===== src/rtl/rvx_core_alu_arbiter_pkg.sv =====
// Shared widths, port count and ALU funct3 encodings for the ALU arbiter slice.
package rvx_core_alu_arbiter_pkg;

  localparam int DATA_W            = 32;
  localparam int RVX_ALU_ARB_PORTS = 2;

  typedef enum logic [2:0] {
    F3_ADD  = 3'b000,
    F3_SLL  = 3'b001,
    F3_SLT  = 3'b010,
    F3_SLTU = 3'b011,
    F3_XOR  = 3'b100,
    F3_SR   = 3'b101,
    F3_OR   = 3'b110,
    F3_AND  = 3'b111
  } alu_funct3_e;

endpackage


===== src/rtl/rvx_core_alu_arbiter_alu.sv =====
// Combinational core ALU: op[3] selects SUB/SRA, op[2:0] is funct3.
module rvx_core_alu
  import rvx_core_alu_arbiter_pkg::*;
#(
  parameter int DATA_W = 32
) (
  input  logic [3:0]        op,
  input  logic [DATA_W-1:0] a,
  input  logic [DATA_W-1:0] b,
  output logic [DATA_W-1:0] y
);

  localparam int SH_W = $clog2(DATA_W);

  logic signed [DATA_W-1:0] a_s;
  logic signed [DATA_W-1:0] b_s;
  logic        [SH_W-1:0]   shamt;

  assign a_s   = a;
  assign b_s   = b;
  assign shamt = b[SH_W-1:0];

  // SRA is a separate statement so the signed shift is not coerced to unsigned.
  always_comb begin
    y = '0;
    case (alu_funct3_e'(op[2:0]))
      F3_ADD:  y = op[3] ? (a - b) : (a + b);
      F3_SLL:  y = a << shamt;
      F3_SLT:  y = {{(DATA_W-1){1'b0}}, (a_s < b_s)};
      F3_SLTU: y = {{(DATA_W-1){1'b0}}, (a < b)};
      F3_XOR:  y = a ^ b;
      F3_SR: begin
        if (op[3]) y = a_s >>> shamt;
        else       y = a >> shamt;
      end
      F3_OR:   y = a | b;
      F3_AND:  y = a & b;
      default: y = '0;
    endcase
  end

endmodule


===== src/rtl/rvx_core_alu_arbiter.sv =====
// Two-port arbiter sharing one core ALU; results are held in a single
// output register and returned to the requester that issued them.
module rvx_core_alu_arbiter
  import rvx_core_alu_arbiter_pkg::*;
#(
  parameter bit FIXED_PRIORITY = 1'b0
) (
  input  logic              clock,
  input  logic              reset_n,
  input  logic              req0_valid,
  output logic              req0_ready,
  input  logic [3:0]        req0_op,
  input  logic              req0_sel,
  input  logic [DATA_W-1:0] req0_rs1,
  input  logic [DATA_W-1:0] req0_rs2,
  input  logic [DATA_W-1:0] req0_imm,
  input  logic              req1_valid,
  output logic              req1_ready,
  input  logic [3:0]        req1_op,
  input  logic              req1_sel,
  input  logic [DATA_W-1:0] req1_rs1,
  input  logic [DATA_W-1:0] req1_rs2,
  input  logic [DATA_W-1:0] req1_imm,
  output logic              rsp0_valid,
  input  logic              rsp0_ready,
  output logic              rsp1_valid,
  input  logic              rsp1_ready,
  output logic [DATA_W-1:0] rsp_result,
  output logic              busy
);

  logic              full;
  logic              owner;
  logic              last_grant;
  logic [DATA_W-1:0] result_q;

  logic              rsp_fire;
  logic              slot_free;
  logic              grant;
  logic              accept;
  logic [3:0]        alu_op;
  logic [DATA_W-1:0] alu_a;
  logic [DATA_W-1:0] alu_b;
  logic [DATA_W-1:0] alu_y;

  // Only the owning response port can drain the slot.
  assign rsp_fire  = full && (owner ? rsp1_ready : rsp0_ready);
  assign slot_free = !full || rsp_fire;

  always_comb begin
    grant = 1'b0;
    if (FIXED_PRIORITY) begin
      grant = !req0_valid;
    end else if (req0_valid && req1_valid) begin
      grant = !last_grant;
    end else begin
      grant = req1_valid;
    end
  end

  assign req0_ready = slot_free && req0_valid && !grant;
  assign req1_ready = slot_free && req1_valid &&  grant;
  assign accept     = req0_ready || req1_ready;

  assign alu_op = grant ? req1_op  : req0_op;
  assign alu_a  = grant ? req1_rs1 : req0_rs1;
  assign alu_b  = grant ? (req1_sel ? req1_rs2 : req1_imm)
                        : (req0_sel ? req0_rs2 : req0_imm);

  rvx_core_alu #(
    .DATA_W (DATA_W)
  ) u_alu (
    .op (alu_op),
    .a  (alu_a),
    .b  (alu_b),
    .y  (alu_y)
  );

  // Result register stage: accept overrides a same-cycle drain.
  always_ff @(posedge clock or negedge reset_n) begin
    if (!reset_n) begin
      full       <= 1'b0;
      owner      <= 1'b0;
      result_q   <= '0;
      last_grant <= 1'b1;
    end else if (accept) begin
      full       <= 1'b1;
      owner      <= grant;
      result_q   <= alu_y;
      last_grant <= grant;
    end else if (rsp_fire) begin
      full       <= 1'b0;
    end
  end

  assign rsp0_valid = full && !owner;
  assign rsp1_valid = full &&  owner;
  assign rsp_result = result_q;
  assign busy       = full;

endmodule


===== config.mk =====
export PLATFORM = sky130hd
export DESIGN_NAME = rvx_core_alu_arbiter
export DESIGN_NICKNAME = d
export VERILOG_FILES = /design/src/rtl/rvx_core_alu_arbiter_pkg.sv /design/src/rtl/rvx_core_alu_arbiter_alu.sv /design/src/rtl/rvx_core_alu_arbiter.sv
export SDC_FILE = /design/constraint.sdc
export NUM_CORES = 1
export LEC_CHECK = 0
export CAP_MARGIN = 25
export CORE_UTILIZATION = 30
export CTS_CLUSTER_DIAMETER = 200
export DETAILED_ROUTE_END_ITERATION = 8
export DONT_BUFFER_PORTS = 1
export HOLD_SLACK_MARGIN = 0.12
export PLACE_DENSITY = 0.52
export REMOVE_ABC_BUFFERS = 1
export SYNTH_ARGS = -nofsm -noshare
export SYNTH_HDL_FRONTEND = slang
export SYNTH_SLANG_ARGS = --single-unit

===== constraint.sdc =====
create_clock -name clock -period 5 [get_ports clock]
set_input_delay 1 -clock clock [delete_from_list [all_inputs] [get_ports clock]]
set_output_delay 1 -clock clock [all_outputs]
set_load 0.01 [all_outputs]

; Word level (Yosys, flattened, before mapping)
; Index checks and enable logic that the tools add are counted.
; Widths: inputs -> output; s select.
[totals]
ff_bits = 35
[classes]
muxes = 12
eq_ne = 7
bitwise_logic = 3
reduce_logical = 16
shift = 3
order_cmp = 2
n_addsub = 2
[ops]
columns = op, count
row1 = $pmux 32 s8, 1
row2 = $mux 32, 6
row3 = $lt 32x32->1, 2
row4 = $add 32x32->32, 1
row5 = $and 32x32->32, 1
row6 = $or 32x32->32, 1
row7 = $shl 32x5->32, 1
row8 = $shr 32x5->32, 1
row9 = $sshr 32x5->32, 1
row10 = $sub 32x32->32, 1
row11 = $xor 32x32->32, 1
row12 = $eq 3x3->1 const B, 4
row13 = $logic_and 1x1->1, 8
row14 = $eq 3x2->1 const B, 2
row15 = $logic_not 1->1, 4
row16 = $mux 1, 4
row17 = $mux 4, 1
row18 = $eq 3x1->1 const B, 1
row19 = $logic_not 3->1, 1
row20 = $logic_or 1x1->1, 2
row21 = $reduce_bool 2->1, 1

; Depth between registers and ports, before layout
; Gate-level depths: netlist of the first run.
[depth]
word_depth = 7
ltp_mapped = 21

; Modules after synthesis
; Synthesis of the first run repeated with hierarchy kept, for this count alone.
[hier_totals]
hier_cells = 1592
hier_area_um2 = 11721.2
[modules_own_cells]
columns = module, seq_area_each_um2, cells_per_inst, n_inst, area_each_um2
row1 = rvx_core_alu, 0.0, 1319, 1, 8784.7
row2 = rvx_core_alu_arbiter, 877.1, 273, 1, 2936.6

; Worst setup path before layout of the first run
; OpenSTA, ideal clock, no wires.
[synth_timing]
kind = in2reg
from = input req1_valid
to = register result_q[30], in the netlist rsp_result[30]
t_required_ns = 4.928
setup_time_ns = 0.072
t_arrival_ns = 5.258
path_slack_ns = -0.330
stages = 21
path_cell_list = a21boi_0 -> buf_4 -> buf_4 -> buf_2 -> buf_2 -> clkbuf_1 -> clkbuf_1 -> nand2_1 -> o21a_1 -> ha_1 -> clkbuf_1 -> and2b_1 -> nand4_1 -> or3_1 -> a211oi_1 -> a311oi_1 -> a311oi_1 -> a211oi_1 -> a211oi_1 -> mux2_2 -> nor2_1
[synth_via]
elab_chain_cells = 6
word_cells_on_any_way = 29
classes_between = 2 x add/sub / 7 x eq/ne / 3 x shift / 7 x mux / 3 x bitwise / 7 x reduce/logical
[synth_rtl]
columns = element, line
row1 = start: declaration, rvx_core_alu_arbiter.sv:17  ; input logic req1_valid,
row2 = $logic_and 1x1->1, rvx_core_alu_arbiter.sv:54  ; end else if (req0_valid && req1_valid) begin
row3 = $mux 1, rvx_core_alu_arbiter.sv:54
row4 = $mux 32 (on tied branches), "rvx_core_alu_arbiter.sv:66, rvx_core_alu_arbiter.sv:67"
row5 = "$add 32x32->32, or another cell as far along", rvx_core_alu_arbiter_alu.sv:27  ; F3_ADD: y = op[3] ? (a - b) : (a + b);
row6 = $mux 32 (on tied branches), "rvx_core_alu_arbiter_alu.sv:27, rvx_core_alu_arbiter_alu.sv:33"
row7 = $pmux 32 s8, rvx_core_alu_arbiter_alu.sv:26  ; case (alu_funct3_e'(op[2:0]))
row8 = end signal: assignment, rvx_core_alu_arbiter.sv:89  ; result_q <= alu_y;
row9 = end: declaration, rvx_core_alu_arbiter.sv:35  ; logic [DATA_W-1:0] result_q;
; Parallel ways exist; a longest one is shown, timed or not.
; A chain may end at the register's enable or synchronous reset.

; Worst setup path after layout of the first run
[layout_timing]
from = input req1_valid
to = register result_q[28], in the netlist rsp_result[28]
; Same word-level chain as after synthesis.

==> flow_summary.toml, run 1 <==
[run_status]
status = "finished clean"

[clock_network]
path_clk_slew_ns = 0.07
cts_made_buffers = 5
clock_sink_count = 35
ctsHtreeMaxLevel = 2
hold_buffers = 0
clock_latency_ns = 0.32
cts_tree = "built"
clk_path_buf_depth = 2
root_buffer = "clkbuf_16"

[min_path]
hold_path.class = "in -> async"

[drt]
avgRoutedWirePerCell_um = 27.0
first_pass_iters = 7
vias_per_cell = 6.13
postRouteWirelength_um = 56600
drtIter0Drc = 1297
ant_nets = 0
drc_errors = 0
vias = 12858

[yosys]
syn_area_mm2 = 0.0113
yosys-top-cells-area = "mux2i_1 (16%), ha_1 (11%), dfrtp_1 (7.6%)"
synth.area.mux_share_pct = 22.4
yosysSeqAreaShare_pct = 7.79
ys_ff_latch = 35
synth_fa_ha_area_share_pct = 11.1
ys.flop_type = "dfrtp_1"
synth_top_family_by_area = "compound AO/OA/AOI/OAI gates"
synth_top_area_cell = "mux2i_1"
synth_compound_area_share_pct = 30.4
syn_avg_cell_area_um2 = 7.02
synth.top_cell.area_share_pct = 16.4
synthSimpleGateAreaFrac_pct = 18.2
synth-edff-count = 0
syn_inst = 1603
async_flop_share_pct = 100
yosys_warnings = 0
yosysUniqueCellTypes = 81
synth_xor_area_share_pct = 2.18

[global_route]
grt_pass1_wl_um = 81800
antenna_found_initial = 1
grt_max_degree = 61
track_usage_pct = 28.7
gr-total-overflow = 0
grt_pass1_vias = 12233

[layout]
drive_above_1_share_pct = 14.0
syn2layout_area_growth_pct = 12.2
finish.net_count = 1936
final_common_cell = "nand2_1"
mostFrequentLayoutCells = "nand2_1 (199), mux2i_1 (183), nor2_1 (147)"
antenna_cells = 0

[timing]
rsz0062_at_grt = "no"
clock.fmax_mhz = 209
skew_ns = 0.00786
setup_viol = 0
hold_violations = 0
hold_ws_ns = 0.368
period_share_pct = 95.5
finalCriticalPeriod_ns = 4.78
setup_ws_ns = 0.224
relSlewSlack_pct = 30.8
drv_slew = 0
worst_slew_pin_slew_ns = 1.03

[power_and_ir_drop]
peakVddDrop_v = 0.000140
power.leakage_uw = 0.00555
p_total_uw = 5140
power_density_mw_per_mm2 = 407

[setup_path]
cp_data_required_time_ns = 5.21
end_kind = "register"
cp_max_fo = 12
worstPathArrival_ns = 4.98
crit_type = "in -> reg"
crit_path_start_kind = "primary input"

[place]
pre_cts_slack_ns = -0.236
hpwlAfterDp_um = 45300
gp_congestion = 1.02
port_buffers = 0

[die]
initial_core_util_pct = 30.6
core_area_mm2 = 0.0368
fp.dieH_um = 196
fp.dieW_um = 196
dieArea_mm2 = 0.0383
fp-row-count = 70
boundaryPins = 245

[job]
max-cap-violations = 0
[area by class of cell]
class	instances	area, um^2
multi-input combinational	1351	9550
clock buffer	5	125
fill	4045	24200
tap	468	586
clock inverter	3	20.0
timing repair buffer	139	1110
sequential	35	877
inverter	97	367
[synthesized netlist by cell type (all sizes together) (6+ instances only)]
library cell	number
o31ai	12
o22ai	13
nor2b	12
ha	97
a21boi	8
a21oi	123
o21a	30
o21ai	99
o311ai	8
buf	44
a31oi	21
nand2	201
nand3	26
a311oi	10
and2	9
a221o	7
nor3	32
o2111ai	9
a21o	11
nor2	147
a2111oi	6
a221oi	21
o22a	9
dfrtp	34
nor4	7
nand2b	11
a211oi	32
o221ai	12
mux2	49
nand4	8
clkbuf	76
o211ai	32
inv	96
mux2i	190
xnor2	25
[power breakdown]
part / switching, uW / leakage, uW / internal (uW)
Combinational: 2610 / 0.00507 / 1530
Clock: 171 / 0.0000658 / 185
Sequential: 214 / 0.000413 / 432
[flip-flops by register name (all words and copies together) (netlist names)]
signal and cells:
rsp_result 32, owner 1, busy 1, last_grant 1
[per-stage QoR]
step	area [um^2]	utilization, %	setup TNS (ns)	instances
finish	12600	34.3	0	2098
detailed placement	12400	33.8	-0.431	2089
global route	12600	34.3	0	2098
CTS	12600	34.2	0	2097
floorplan	10700	-	-270.69	1483
global placement	12400	33.8	-0.332	2089
[worst paths after layout]
check | startpoint | end | slack (ns) | cells past startpoint
max | req1_valid | rsp_result[28] | 0.22 | 17
min | reset_n | rsp_result[28] | 0.37 | 0
max reg2reg | last_grant | rsp_result[30] | 0.40 | 17
min reg2reg | owner | owner | 0.55 | 1
max in group asynchronous | reset_n | last_grant | 4.43 | 0
min in group clock | owner | owner | 0.55 | 1
[worst max-delay path, stage by stage]
cell and delay [ns]:
a21bo_1 0.23, buf_12 0.15, buf_4 0.21, nand2_1 0.10
nand2_1 0.21, ha_1 0.51, nand2_1 0.10, o211ai_1 0.38
a311oi_2 0.21, o41a_1 0.48, buf_4 0.22, nor3_1 0.18
nor2_1 0.07, xnor2_1 0.14, a2111oi_1 0.52, buf_4 0.20
a21oi_1 0.06
[per-layer routing]
| layer | vias to the layer above | global-route usage, % | wire (um) |
|---|---|---|---|
| met5 | - | 0 | 15 |
| met4 | 2 | 11.5 | 2400 |
| met3 | 110 | 4.97 | 4340 |
| met2 | 672 | 47.1 | 25700 |
| met1 | 6150 | 37.3 | 24200 |
| li1 | 5924 | - | - |
[logic make-up after synthesis]
logic type,after synthesis
multiplexers,240
AND/OR/NAND/NOR,474
AO/OA/AOI/OAI,510
XOR/XNOR,28
adder cells (fa/ha/maj),99
flip-flops,35
buffers and inverters,217
[timing repair]
action,CTS,global route
setup endpoints to repair,0,5
gates resized for setup,0,4
endpoints found under the hold margin,0,0
buffers inserted,0,1
Note: power is estimated with default switching activity, not from simulation.
==> inputs of run 2 (changes only) <==
CORE_MARGIN = 3   (was unset)
CTS_BUF_LIST = sky130_fd_sc_hd__clkbuf_8   (was unset)
==> flow_summary.toml, run 2 (synthesis gave the netlist of run 1 again) <==
[run_status]
status = "finished clean"

[clock_network]
cts_tree = "built"
root_buffer = "clkbuf_8"
cts_setup_buffers = 0
clock_sink_count = 35
clk_path_buf_depth = 2
ctsHtreeMaxLevel = 2
path_clk_slew_ns = 0.10
hold_buffers = 0
cts_made_buffers = 5
clock_latency_ns = 0.33

[setup_path]
crit_path_start_kind = "primary input"
r2r_slack_ns = 0.41
cp_max_fo = 9
worstPathArrival_ns = 5.06
end_kind = "register"
cp_data_required_time_ns = 5.27
crit_type = "in -> reg"

[layout]
finalCoreUtilization_pct = 36.3
largest_reg_flops = 32
finish.net_count = 2036
antenna_cells = 0
drive_above_1_share_pct = 19.1
design_area_mm2 = 0.0133
syn2layout_area_growth_pct = 18.6
final_common_cell = "buf_4"
mostFrequentLayoutCells = "buf_4 (234), nand2_1 (199), mux2i_1 (182)"

[timing]
tns_ns = 0
skew_ns = 0.00803
finalCriticalPeriod_ns = 4.78
setup_viol = 0
relSlewSlack_pct = 42.5
period_share_pct = 95.6
worst_slew_pin_slew_ns = 0.853
hold_violations = 0
clock.fmax_mhz = 209
rsz0062_at_grt = "no"
drv_slew = 0

[global_route]
gr-total-overflow = 0
grt_pass1_vias = 12709
grt_max_degree = 61
antenna_found_initial = 0
track_usage_pct = 27.7
grt_pass1_wl_um = 83100

[drt]
drtIter0Drc = 1191
ant_nets = 0
vias_per_cell = 6.06
first_pass_iters = 5
avgRoutedWirePerCell_um = 26.2
postRouteWirelength_um = 57700
vias = 13318
drc_errors = 0

[die]
boundaryPins = 245
fp-row-count = 70
fp.dieH_um = 200
dieArea_mm2 = 0.0399
core_area_mm2 = 0.0368
fp.dieW_um = 200
initial_core_util_pct = 30.6

[place]
hpwlAfterDp_um = 46500
port_buffers = 0
place_area_mm2 = 0.0132
gp_congestion = 1.02

[power_and_ir_drop]
power.leakage_uw = 0.00602
peakVddDrop_v = 0.000121
power_density_mw_per_mm2 = 397

[min_path]
hold_path.class = "in -> async"

[job]
max-cap-violations = 0
## run 2: worst paths after layout
path                            startpoint             end  cells past startpoint
worst min register to register       owner           owner                      1
min in group clock                   owner           owner                      1
worst max register to register  last_grant  rsp_result[30]                     21
max in group asynchronous          reset_n      last_grant                      0
worst min-delay path               reset_n  rsp_result[30]                      0
worst max-delay path            req1_valid  rsp_result[30]                     18
## run 2: metal layers
metal | up-vias | part of all wire, % | track usage (%)
li1 | 6117 | - | -
met5 | - | 0 | 0
met2 | 705 | 46 | 45.8
met3 | 97 | 8.0 | 4.37
met1 | 6399 | 42 | 36.8
met4 | 0 | 4.0 | 9.64
## run 2: final cells by class
type	count	area [um^2]
Fill cell	3972	23400
Multi-Input combinational cell	1351	9580
Timing Repair Buffer	239	1850
Tap cell	468	586
Clock inverter	3	12.5
Inverter	97	367
Sequential cell	35	877
Clock buffer	5	68.8
## run 2: critical path, stage by stage
cell      delay (ns)
a21boi_4        0.30
buf_4           0.30
buf_4           0.17
mux2i_1         0.31
inv_1           0.10
ha_1            0.30
inv_1           0.07
nand2_1         0.14
or3_1           0.47
a211oi_4        0.28
a311oi_1        0.08
buf_4           0.17
a311oi_1        0.34
a211oi_1        0.13
buf_4           0.17
a211oi_1        0.25
mux2_2          0.37
nor2_1          0.09
## run 2: repair_timing
item | CTS | global route
hold endpoints to repair | 0 | 0
endpoints found under the setup margin | 1 | 4
gates cloned | 0 | 0
resized for setup | 1 | 10
## run 2: power by group
group / internal, uW / switching, uW
clock network: 94.8 / 152
logic: 1740 / 2650
registers: 431 / 235
## run 2: stage by stage
stage	hold WS (ns)	total power, uW	instances	setup WS (ns)
global placement	0.530	4920	2189	-0.367
floorplan	0.508	3160	1483	-8.73
finish	0.347	5300	2198	0.219
CTS	0.345	5190	2198	0.0691
global route	0.339	5630	2198	0.0135
detailed placement	0.540	4920	2190	-0.400
==> inputs of run 3 (changes only) <==
--- a/constraint.sdc
+++ b/constraint.sdc
@@ -3,2 +3,2 @@
 set_output_delay 1 -clock clock [all_outputs]
-set_load 0.01 [all_outputs]
+set_load 0.02 [all_outputs]
==> flow_summary.toml, run 3 (synthesis gave the netlist of run 1 again) <==
[layout]
mostFrequentLayoutCells = "buf_4 (251), nand2_1 (198), mux2i_1 (183)"
syn2layout_area_growth_pct = 19.8
fillers = 3929
final_common_cell = "buf_4"
finish.net_count = 2052
antenna_cells = 0
drive_above_1_share_pct = 19.8
design_area_mm2 = 0.0135
largest_reg_flops = 32
final_cells = 2214

[timing]
tns_ns = 0
worst_slew_pin_slew_ns = 0.917
setup_ws_ns = 0.167
rsz0062_at_grt = "yes"
skew_ns = 0.0165
finalCriticalPeriod_ns = 4.83
drv_slew = 0
period_share_pct = 96.7
hold_violations = 0
relSlewSlack_pct = 38.6
clock.fmax_mhz = 207
setup_viol = 0

[global_route]
grt_pass1_vias = 12903
antenna_found_initial = 0
grt_pass1_wl_um = 84700
grt_max_degree = 61
track_usage_pct = 28.3
gr-total-overflow = 0

[die]
fp.dieH_um = 200
boundaryPins = 245
fp-row-count = 70
initial_core_util_pct = 30.6
fp.dieW_um = 200
dieArea_mm2 = 0.0399
core_area_mm2 = 0.0368

[drt]
first_pass_iters = 6
drtIter0Drc = 1313
vias = 13399
avgRoutedWirePerCell_um = 26.5
vias_per_cell = 6.05
postRouteWirelength_um = 58800
ant_nets = 0
drc_errors = 0

[setup_path]
worstPathArrival_ns = 5.10
cp_top_family = "compound AO/OA/AOI/OAI gates"
crit_chain = "a21boi_4 -> buf_4 -> buf_12 -> mux2i_1 -> inv_1 -> ha_1 -> and2b_1 -> nand4_1 -> or3_1 -> a211oi_4 -> a311oi_1 -> buf_4 -> a311oi_1 -> a211oi_1 -> buf_4 -> a211oi_1 -> mux2_2 -> nor2_1"
end_kind = "register"
r2r_slack_ns = 0.40
slowest_stage = "or3_1"
crit_path_start_kind = "primary input"
crit_top_cell = "buf_4"
path_depth = 18
crit_start = "req1_valid"
crit-reg2reg-launch = "last_grant"
cpPeakStageDelay_ns = 0.47
cp_max_fo = 21
crit_buf_inv = 5
reg2reg_to = "rsp_result[30]"
endpoint = "rsp_result[30]"
crit_type = "in -> reg"
r2r_cells = 19
cp_data_required_time_ns = 5.27

[clock_network]
clock_latency_ns = 0.34
path_clk_slew_ns = 0.10
root_buffer = "clkbuf_8"
hold_buffers = 0
ctsHtreeMaxLevel = 2
cts_setup_buffers = 0
cts_made_buffers = 5
cts_tree = "built"
clk_path_buf_depth = 2
post_cts_resized = 0
clock_sink_count = 35

[power_and_ir_drop]
p_switching_uw = 3170
p_total_uw = 5530
swShare_pct = 57.3
power_density_mw_per_mm2 = 410
clkPwrFrac_pct = 5.7
p_int_uw = 2360
power.leakage_uw = 0.00611
pwr-share-seq_pct = 13.8
peakVddDrop_v = 0.000155
combPwrFrac_pct = 80.5

[job]
max-cap-violations = 0

[place]
pre_cts_slack_ns = -0.298
place_area_mm2 = 0.0133
dpl.cell_count = 2206
hpwlAfterDp_um = 47300
gp_congestion = 1.01
port_buffers = 0

[min_path]
hold_path.class = "in -> async"

[run_status]
status = "finished clean"
[run 3: per-layer routing]
| metal | vias to the layer above | wire, um | GRT usage, % |
|---|---|---|---|
| met4 | 0 | 2400 | 9.61 |
| li1 | 6157 | - | - |
| met5 | - | 0 | 0 |
| met3 | 112 | 4620 | 3.54 |
| met1 | 6391 | 24800 | 37.7 |
| met2 | 739 | 27000 | 47.3 |
[run 3: per-stage QoR]
stage | hold WS (ns) | utilization [%]
finish | 0.348 | 36.6
global route | 0.338 | 36.6
CTS | 0.344 | 36.6
detailed placement | 0.533 | 36.2
global placement | 0.529 | 36.2
floorplan | 0.508 | -
[run 3: worst min-delay path by stage]
stage                     cells after the start     from  slack [ns]             end
after floorplan                               1    owner        0.51           owner
after global placement                        1    owner        0.53           owner
after detailed placement                      1    owner        0.53           owner
after CTS                                     0  reset_n        0.34   rsp_result[1]
after global routing                          0  reset_n        0.34  rsp_result[28]
final                                         0  reset_n        0.35   rsp_result[8]
[run 3: area by class of cell]
class / instances / area (um^2) / share of cell area (%)
clock buffers: 6 / 82.6 / 0.613
well taps: 468 / 586 / 4.34
multi-input cells: 1351 / 9570 / 71.0
inverters: 97 / 367 / 2.72
flip-flops and latches: 35 / 877 / 6.51
clock inverters: 2 / 35.0 / 0.260
repair buffers: 255 / 1960 / 14.6
[run 3: worst register-to-register path, cell delays in order (launching register included)]
cell and delay (ns):
dfstp_2 0.59, a21bo_1 0.16, buf_12 0.13, mux2i_4 0.26, buf_4 0.20, ha_1 0.18
inv_1 0.06, fa_1 0.44, a21oi_1 0.22, o211ai_1 0.18, a311oi_1 0.29, buf_4 0.17
o41a_1 0.38, nor4_1 0.13, a211oi_1 0.24, buf_4 0.15, a211oi_1 0.06, a211oi_1 0.24
mux2_2 0.37, nor2_1 0.10
[run 3: power groups by stage]
stage               Combinational [uW]  Clock, uW  Sequential [uW]
floorplan                         2590          0              683
global placement                  4340          0              769
detailed placement                4330          0              777
CTS                               4350        314              770
global route                      4770        322              785
finish                            4450        313              763
